`src/rtl/scan_pkg.sv`:
```
// Shared state encoding and width helpers for the averaging matrix scanner.
package scan_pkg;

    typedef logic [2:0] state_t;

    localparam state_t IDLE   = 3'd0;
    localparam state_t DAC_ST = 3'd1;
    localparam state_t DAC_WT = 3'd2;
    localparam state_t SETTLE = 3'd3;
    localparam state_t ADC_ST = 3'd4;
    localparam state_t ADC_WT = 3'd5;
    localparam state_t EMIT   = 3'd6;
    localparam state_t NEXT   = 3'd7;

    // A 1-entry dimension still gets a 1-bit select held at zero.
    function automatic int sel_w(input int n);
        return (n <= 1) ? 1 : $clog2(n);
    endfunction

    function automatic int timer_w(input int cycles);
        return $clog2(cycles + 1);
    endfunction

endpackage

```
`src/rtl/settle_timer.sv`:
```
// Loadable down-counter; done is raised during the last cycle of the settle window.
module settle_timer
    import scan_pkg::*;
#(
    parameter int CYCLES = 1000,
    localparam int W = timer_w(CYCLES)
) (
    input  logic clk_i,
    input  logic rst_i,
    input  logic load_i,
    input  logic en_i,
    output logic done_o
);

    logic [W-1:0] cnt;

    always_ff @(posedge clk_i or posedge rst_i) begin
        if (rst_i) begin
            cnt <= '0;
        end else if (load_i) begin
            cnt <= W'(CYCLES);
        end else if (en_i && cnt != '0) begin
            cnt <= cnt - 1'b1;
        end
    end

    // Raising done at 1 makes the waiting state last exactly CYCLES cycles.
    assign done_o = (cnt <= W'(1));

endmodule

```
`src/rtl/fsm_matrix_scan_avg.sv`:
```
// Bolometer matrix scanner: bias DAC once per frame, settle, average 2**NSAMP_LOG2 ADC samples per pixel.
module fsm_matrix_scan_avg
    import scan_pkg::*;
#(
    parameter int ROWS       = 4,
    parameter int COLS       = 4,
    parameter int ADC_W      = 12,
    parameter int NSAMP_LOG2 = 2,
    parameter int SETTLE_CYC = 1000,
    localparam int RW = sel_w(ROWS),
    localparam int CW = sel_w(COLS)
) (
    input  logic             clk_i,
    input  logic             rst_i,
    input  logic             start_i,
    input  logic             abort_i,
    input  logic             cont_i,
    output logic             stdac_o,
    input  logic             eodac_i,
    output logic             stadc_o,
    input  logic             eoadc_i,
    input  logic [ADC_W-1:0] adc_data_i,
    output logic [RW-1:0]    row_o,
    output logic [CW-1:0]    col_o,
    output logic [ADC_W-1:0] pix_data_o,
    output logic             pix_valid_o,
    input  logic             pix_ready_i,
    output logic             eof_o,
    output logic             eos_o
);

    localparam int AW = ADC_W + NSAMP_LOG2;
    localparam int SW = NSAMP_LOG2 + 1;
    localparam logic [SW-1:0] LAST_SAMPLE = SW'((1 << NSAMP_LOG2) - 1);
    localparam logic [RW-1:0] LAST_ROW    = RW'(ROWS - 1);
    localparam logic [CW-1:0] LAST_COL    = CW'(COLS - 1);

    state_t          state;
    state_t          state_nx;
    logic [SW-1:0]   sample_cnt;
    logic [AW-1:0]   acc;
    logic [AW-1:0]   acc_sum;
    logic [ADC_W-1:0] pix_avg;
    logic            last_col;
    logic            last_row;
    logic            last_sample;
    logic            timer_load;
    logic            timer_done;

    assign acc_sum     = acc + AW'(adc_data_i);
    assign pix_avg     = acc_sum[AW-1:NSAMP_LOG2];
    assign last_col    = (col_o == LAST_COL);
    assign last_row    = (row_o == LAST_ROW);
    assign last_sample = (sample_cnt == LAST_SAMPLE);

    always_comb begin
        state_nx = state;
        case (state)
            IDLE:    if (start_i) state_nx = DAC_ST;
            DAC_ST:  state_nx = DAC_WT;
            DAC_WT:  if (eodac_i) state_nx = SETTLE;
            SETTLE:  if (timer_done) state_nx = ADC_ST;
            ADC_ST:  state_nx = ADC_WT;
            ADC_WT:  if (eoadc_i) state_nx = last_sample ? EMIT : ADC_ST;
            EMIT:    if (pix_ready_i) state_nx = NEXT;
            NEXT: begin
                if (!last_col)      state_nx = ADC_ST;
                else if (!last_row) state_nx = SETTLE;
                else                state_nx = cont_i ? DAC_ST : IDLE;
            end
            default: state_nx = IDLE;
        endcase
        if (abort_i) state_nx = IDLE;
    end

    assign timer_load = (state_nx == SETTLE) && (state != SETTLE);

    settle_timer #(.CYCLES(SETTLE_CYC)) u_settle (
        .clk_i  (clk_i),
        .rst_i  (rst_i),
        .load_i (timer_load),
        .en_i   (state == SETTLE),
        .done_o (timer_done)
    );

    always_ff @(posedge clk_i or posedge rst_i) begin
        if (rst_i) begin
            state      <= IDLE;
            row_o      <= '0;
            col_o      <= '0;
            sample_cnt <= '0;
            acc        <= '0;
            pix_data_o <= '0;
        end else begin
            state <= state_nx;
            if (abort_i && state != IDLE) begin
                row_o      <= '0;
                col_o      <= '0;
                sample_cnt <= '0;
                acc        <= '0;
            end else begin
                case (state)
                    ADC_WT: begin
                        if (eoadc_i) begin
                            acc        <= acc_sum;
                            sample_cnt <= sample_cnt + 1'b1;
                            if (last_sample) pix_data_o <= pix_avg;
                        end
                    end
                    NEXT: begin
                        acc        <= '0;
                        sample_cnt <= '0;
                        if (!last_col) begin
                            col_o <= col_o + 1'b1;
                        end else begin
                            col_o <= '0;
                            row_o <= last_row ? '0 : row_o + 1'b1;
                        end
                    end
                    default: ;
                endcase
            end
        end
    end

    // Handshake: pix_data_o is stable while pix_valid_o is high; a pixel moves on the first edge with valid & ready.
    assign stdac_o     = (state == DAC_ST);
    assign stadc_o     = (state == ADC_ST);
    assign pix_valid_o = (state == EMIT);
    assign eos_o       = (state == IDLE);
    assign eof_o       = (state == NEXT) && last_col && last_row && !abort_i;

endmodule

```
`config.mk`:
```
export PLATFORM = sky130hd
export DESIGN_NAME = fsm_matrix_scan_avg
export DESIGN_NICKNAME = d
export VERILOG_FILES = /design/src/rtl/scan_pkg.sv /design/src/rtl/settle_timer.sv /design/src/rtl/fsm_matrix_scan_avg.sv
export SDC_FILE = /design/constraint.sdc
export NUM_CORES = 1
export LEC_CHECK = 0
export CAP_MARGIN = 5
export CORE_UTILIZATION = 55
export CTS_BUF_LIST = sky130_fd_sc_hd__clkbuf_16
export DETAILED_ROUTE_END_ITERATION = 12
export GPL_ROUTABILITY_DRIVEN = 0
export PLACE_DENSITY = 0.77
export SYNTH_ARGS = -nofsm -noshare
export SYNTH_HDL_FRONTEND = slang
export SYNTH_SLANG_ARGS = --single-unit
export TNS_END_PERCENT = 100
```
`constraint.sdc`:
```
create_clock -name clk_i -period 2.9 [get_ports clk_i]
set_input_delay 0.29 -clock clk_i [delete_from_list [all_inputs] [get_ports clk_i]]
set_output_delay 0.29 -clock clk_i [all_outputs]
set_load 0.01 [all_outputs]
```
Yosys cells after proc, flatten, opt, wreduce, memory -nomap -nowiden
Cells that the tools add are included.

Register bits: 46. Output and inout port bits: 21.

Add/sub/neg operators: 5. $lt $le $gt $ge: 1. Equal/unequal tests: 13. Multiplexer cells: 26. Bitwise operators: 1. Reduce and logical (&&, ||, !) cells: 17.

Operator list (count): 14-bit 2-to-1 mux (2); 14-bit one-hot mux with 2 select lines (1); 3-bit 2-to-1 mux (9); 3-bit one-hot mux with 8 select lines (1); 10-bit 2-to-1 mux (2); 2-bit 2-to-1 mux (9); 14-bit by 12-bit adder with 14-bit output (1); 3-bit by 2-bit == test with 1-bit output, second input constant (4); 3-bit == test, second input constant (4); 10-bit by 1-bit <= comparator with 1-bit output, second input constant (1); 10-bit nonzero test (1); 10-bit by 1-bit subtractor with 10-bit output, second input constant (1); 1-bit logical AND (6); 3-bit one-hot mux with 2 select lines (1); 2-bit nonzero test (3); 3-bit nonzero test (2); 2-bit by 1-bit adder with 2-bit output, second input constant (2); 2-bit == test, second input constant (2); 2-bit AND reduction (2); 4-bit AND reduction (1); 3-bit by 1-bit adder with 3-bit output, second input constant (1); 3-bit by 1-bit == test with 1-bit output, second input constant (1); 3-bit logical NOT (1); 3-bit by 2-bit inequality test with 1-bit output, second input constant (1); other kinds (4) (4).

Depth between registers and ports, before layout
Depth after elaboration: 8. Depth in mapped cells: 8. Gate-level depth less buffers: 7.

Hierarchy
From an unflattened synthesis, not the netlist that was laid out.

Cells, all modules: 323. Area total of the unflattened synthesis: 2967.8 µm².

By module, submodules not included: fsm_matrix_scan_avg (times used 1, cells an instance 263, area an instance 2373.5 µm², seq. area each 900.9 µm²); settle_timer (times used 1, cells an instance 60, area an instance 594.3 µm², seq. area each 250.2 µm²).

Worst setup path after synthesis
No wires, ideal clock.

Path type: reg-to-reg. Start point: reg acc[0]. End point: reg acc[12]. Library setup time: 0.077 ns. Data arrival time: 2.106 ns. Data required time: 2.823 ns. Slack: 0.717 ns. Cell stages (with the launch flop): 8. Path buffers: 0. Cells stage by stage: dfrtp_1 -> ha_1 -> fa_1 -> a211oi_1 -> o211ai_1 -> a2111oi_0 -> o21ai_0 -> a21oi_1.

Cells in the longest elaborated chain, start to end: 4.

Ends and longest elaborated chain: start: declaration (line fsm_matrix_scan_avg.sv:41) `logic [AW-1:0] acc;`; start signal: assignment (line fsm_matrix_scan_avg.sv:105) `acc <= acc_sum;`; 14-bit by 12-bit adder with 14-bit output (line fsm_matrix_scan_avg.sv:50) `assign acc_sum = acc + AW'(adc_data_i);`; 14-bit 2-to-1 mux (line fsm_matrix_scan_avg.sv:104) `if (eoadc_i) begin`; 14-bit one-hot mux with 2 select lines (line fsm_matrix_scan_avg.sv:102) `case (state)`; 14-bit 2-to-1 mux (line fsm_matrix_scan_avg.sv:96) `if (abort_i && state != IDLE) begin`.

No other way between the ends. The select of a mux whose other input is x is not followed. A chain may end at the register's enable or synchronous reset.

Worst setup path after layout
Start point: in adc_data_i[0]. End point: reg acc[12].

Cells in the longest elaborated chain, start to end: 4.

Ends and longest elaborated chain: start: declaration (line fsm_matrix_scan_avg.sv:22) `input logic [ADC_W-1:0] adc_data_i,`; 14-bit by 12-bit adder with 14-bit output (line fsm_matrix_scan_avg.sv:50); 14-bit 2-to-1 mux (line fsm_matrix_scan_avg.sv:104); 14-bit one-hot mux with 2 select lines (line fsm_matrix_scan_avg.sv:102); 14-bit 2-to-1 mux (line fsm_matrix_scan_avg.sv:96).

No other way between the ends. The select of a mux whose other input is x is not followed.

==> qor.txt <==
Crit start category: input port
CP required: 3110 ps
Full die area: 5490 µm²
Most frequent cells in the layout: dfrtp_1, clkdlybuf4s50_1, a21oi_1, ha_1, nand2_1
Grt total ovfl: 0
Post-CTS resize count: 0
Fin crit period: 2530 ps
I/O Pins: 41
Most common cell after layout, fill and taps aside: dfrtp_1
Largest cells by area after synthesis: dfrtp_1, ha_1, a22o_1
Fin util: 71.1%
Switch share: 28.7%
Total global-route track usage: 24.2%
Clock slew seen by the registers of the worst setup and hold paths: 60 ps
Mapped Area: 2860 µm²
Critical-path maximum fanout: 3
Post-synth top area cell: dfrtp_1
Synth cell types: 54
Core Area: 4850 µm²
Syn nets: 318
Worst Hold Class: reg2reg
Final net count: 358
Initial DRC Count: 164
Register share of total power: 47.6%
TritonCTS clock tree: done
Final period util: 87.1%
Main flop type after synthesis: dfrtp_1
Post-Layout Inst Area: 3450 µm²
Final Skew: 4.58 ps
Comb pwr share: 16.5%
Antenna violations before repair: 0
Vias in the first global route: 2186
HPWL after DPL: 4270 µm
Num rows: 25
Max-cap violations: 0
Detailed-route via count: 2291
Pwr Total: 1.53 mW
I/O Buffers: 40
Syn Area/Cell: 10.2 µm²
Vias per inst: 5.92
Area Growth Syn to Fin: 20.6%
Min Hold Slack: 480 ps
Int Pwr: 1.09 mW
Final Max Slew Viols: 0
Post-synth EDFFs: 0
Final Hold Vio Count: 0
Synth Instances: 279
Clock buffer depth: 2
Setup-failing EPs final: 0
DRC viols: 0
TritonRoute pass-1 iters: 4
YS warnings: 0
Root Buffer: clkbuf_16
First-pass GRT wire length: 10100 µm
Pwr Density: 445 nW/µm²
Layout cell share with drive strength beyond 1: 9.38%
Maximum vdd drop: 0.301 mV
Largest net degree at the start of global routing: 47
Yosys top cell area share: 40.3%
Die X-Extent: 74.1 µm
Type of destination of the critical path: flop
Die height: 74.1 µm
WS Path Type: in2reg
CP Data Arrival Time: 2740 ps
RSZ-0062 raised after global routing: no
TritonCTS buffer count: 5
Wire per inst: 15.2 µm
Worst slew pin tran: 945 ps
Inserted Diodes: 0
Area after DPL: 3310 µm²
Post-CTS Hold Fix Bufs: 0
Fraction of registers with async set/reset: 100%
Register area share after synthesis: 40.3%
Final setup TNS: 0 ps
Status: complete, no violations
Setup Fix Bufs, Post-CTS: 0
Rel. slew slack: 36.9%
H-tree depth: 2
Sw Pwr: 440 µW
Drt total wl: 5880 µm
TritonCTS Sinks: 46
Remaining antenna violation count: 0
F_max: 396 MHz
Clock Power Share: 35.9%
Starting Density: 59.0%
Leak pwr: 1.53 nW
Yosys reg bits: 46
Clock Latency Late Sink: 290 ps
==> logic make-up (layout without fill, tap and decap cells) <==
logic type	count (synthesis)	after routing	synth area share (%)
compound gates	88	88	22.9
mux	12	12	4.64
xor+xnor	16	16	4.90
buf+inv	25	66	3.89
fa+ha+maj	19	19	8.58
flops	46	46	40.3
simple gates	73	73	14.8
==> metrics by stage <==
| stage | instances | setup slack, ps |
|---|---|---|
| 2_1_floorplan | 279 | 717 |
| 3_3_place_gp | 379 | 205 |
| 3_5_place_dp | 379 | 137 |
| 4_1_cts | 387 | 408 |
| 5_1_grt | 387 | 191 |
| 6_report | 387 | 373 |
==> sequential cells by signal (all words and copies together), names as in the netlist <==
register / flops
acc: 14
col_o: 2
row_o: 2
sample_cnt: 3
state: 3
pix_data_o: 12
u_settle.cnt: 10
==> cells in the mapped netlist (2+ instances only) <==
| library cell | instances |
|---|---|
| a21oi_1 | 21 |
| and3_1 | 2 |
| mux2i_1 | 2 |
| nand2_1 | 16 |
| inv_1 | 15 |
| a31oi_1 | 3 |
| nand3_1 | 5 |
| o211ai_1 | 5 |
| nand4_1 | 3 |
| a2111o_1 | 2 |
| nor3_1 | 7 |
| xnor2_1 | 12 |
| xor2_1 | 4 |
| a2111oi_4 | 2 |
| or3_1 | 2 |
| nor2b_1 | 5 |
| a21boi_0 | 3 |
| buf_4 | 2 |
| nand2b_1 | 6 |
| and2_1 | 3 |
| a21o_1 | 4 |
| or2_2 | 2 |
| buf_2 | 2 |
| a211oi_1 | 5 |
| mux2_2 | 10 |
| dfrtp_1 | 46 |
| o21ai_0 | 15 |
| nor2_1 | 11 |
| a22o_1 | 15 |
| or4_4 | 2 |
| ha_1 | 18 |
| clkbuf_1 | 5 |
| a2111oi_0 | 2 |
| o2111ai_1 | 2 |
==> final timing paths <==
kind / startpoint / to / slack (ps) / cells after the start
worst max-delay path: adc_data_i[0] / acc[12]$_DFFE_PP0P_ / 370 / 8
worst min-delay path: sample_cnt[2]$_DFFE_PP0P_ / sample_cnt[2]$_DFFE_PP0P_ / 480 / 2
worst max register to register: acc[0]$_DFFE_PP0P_ / acc[12]$_DFFE_PP0P_ / 420 / 7
worst min register to register: sample_cnt[2]$_DFFE_PP0P_ / sample_cnt[2]$_DFFE_PP0P_ / 480 / 2
max in group asynchronous: rst_i / pix_data_o[11]$_DFFE_PP0P_ / 1770 / 2
min in group asynchronous: rst_i / u_settle.cnt[4]$_DFFE_PP0P_ / 530 / 2
==> critical path, stage by stage <==
cell	delay, ps
clkdlybuf4s50_1	410
ha_1	240
fa_1	430
a211oi_1	280
o211ai_1	190
a2111oi_0	560
o21ai_0	170
a21oi_1	160
==> power by group through the flow <==
| stage | registers, mW | clock network (mW) | logic, mW |
|---|---|---|---|
| after floorplan | 0.723 | 0 | 0.184 |
| after global placement | 0.740 | 0 | 0.242 |
| after detailed placement | 0.741 | 0 | 0.253 |
| after CTS | 0.729 | 0.560 | 0.254 |
| after global routing | 0.738 | 0.590 | 0.284 |
| final | 0.730 | 0.551 | 0.253 |
==> routing by layer <==
metal | vias to the layer above | track usage, % | part of all wire (%)
li1 | 1120 | - | -
met1 | 1111 | 34.3 | 49
met2 | 50 | 38.0 | 46
met3 | 10 | 3.39 | 3.6
met4 | 0 | 8.76 | 1.3
met5 | - | 0 | 0
==> final cells by class <==
type / count / area, µm²
Clock buffer: 5 / 125
Clock inverter: 3 / 12.5
Fill cell: 375 / 1400
Inverter: 15 / 56.3
Multi-Input combinational cell: 208 / 1600
Sequential cell: 46 / 1150
Tap cell: 67 / 83.8
Timing Repair Buffer: 43 / 423
No activity file was read; power rests on OpenSTA's default activity.
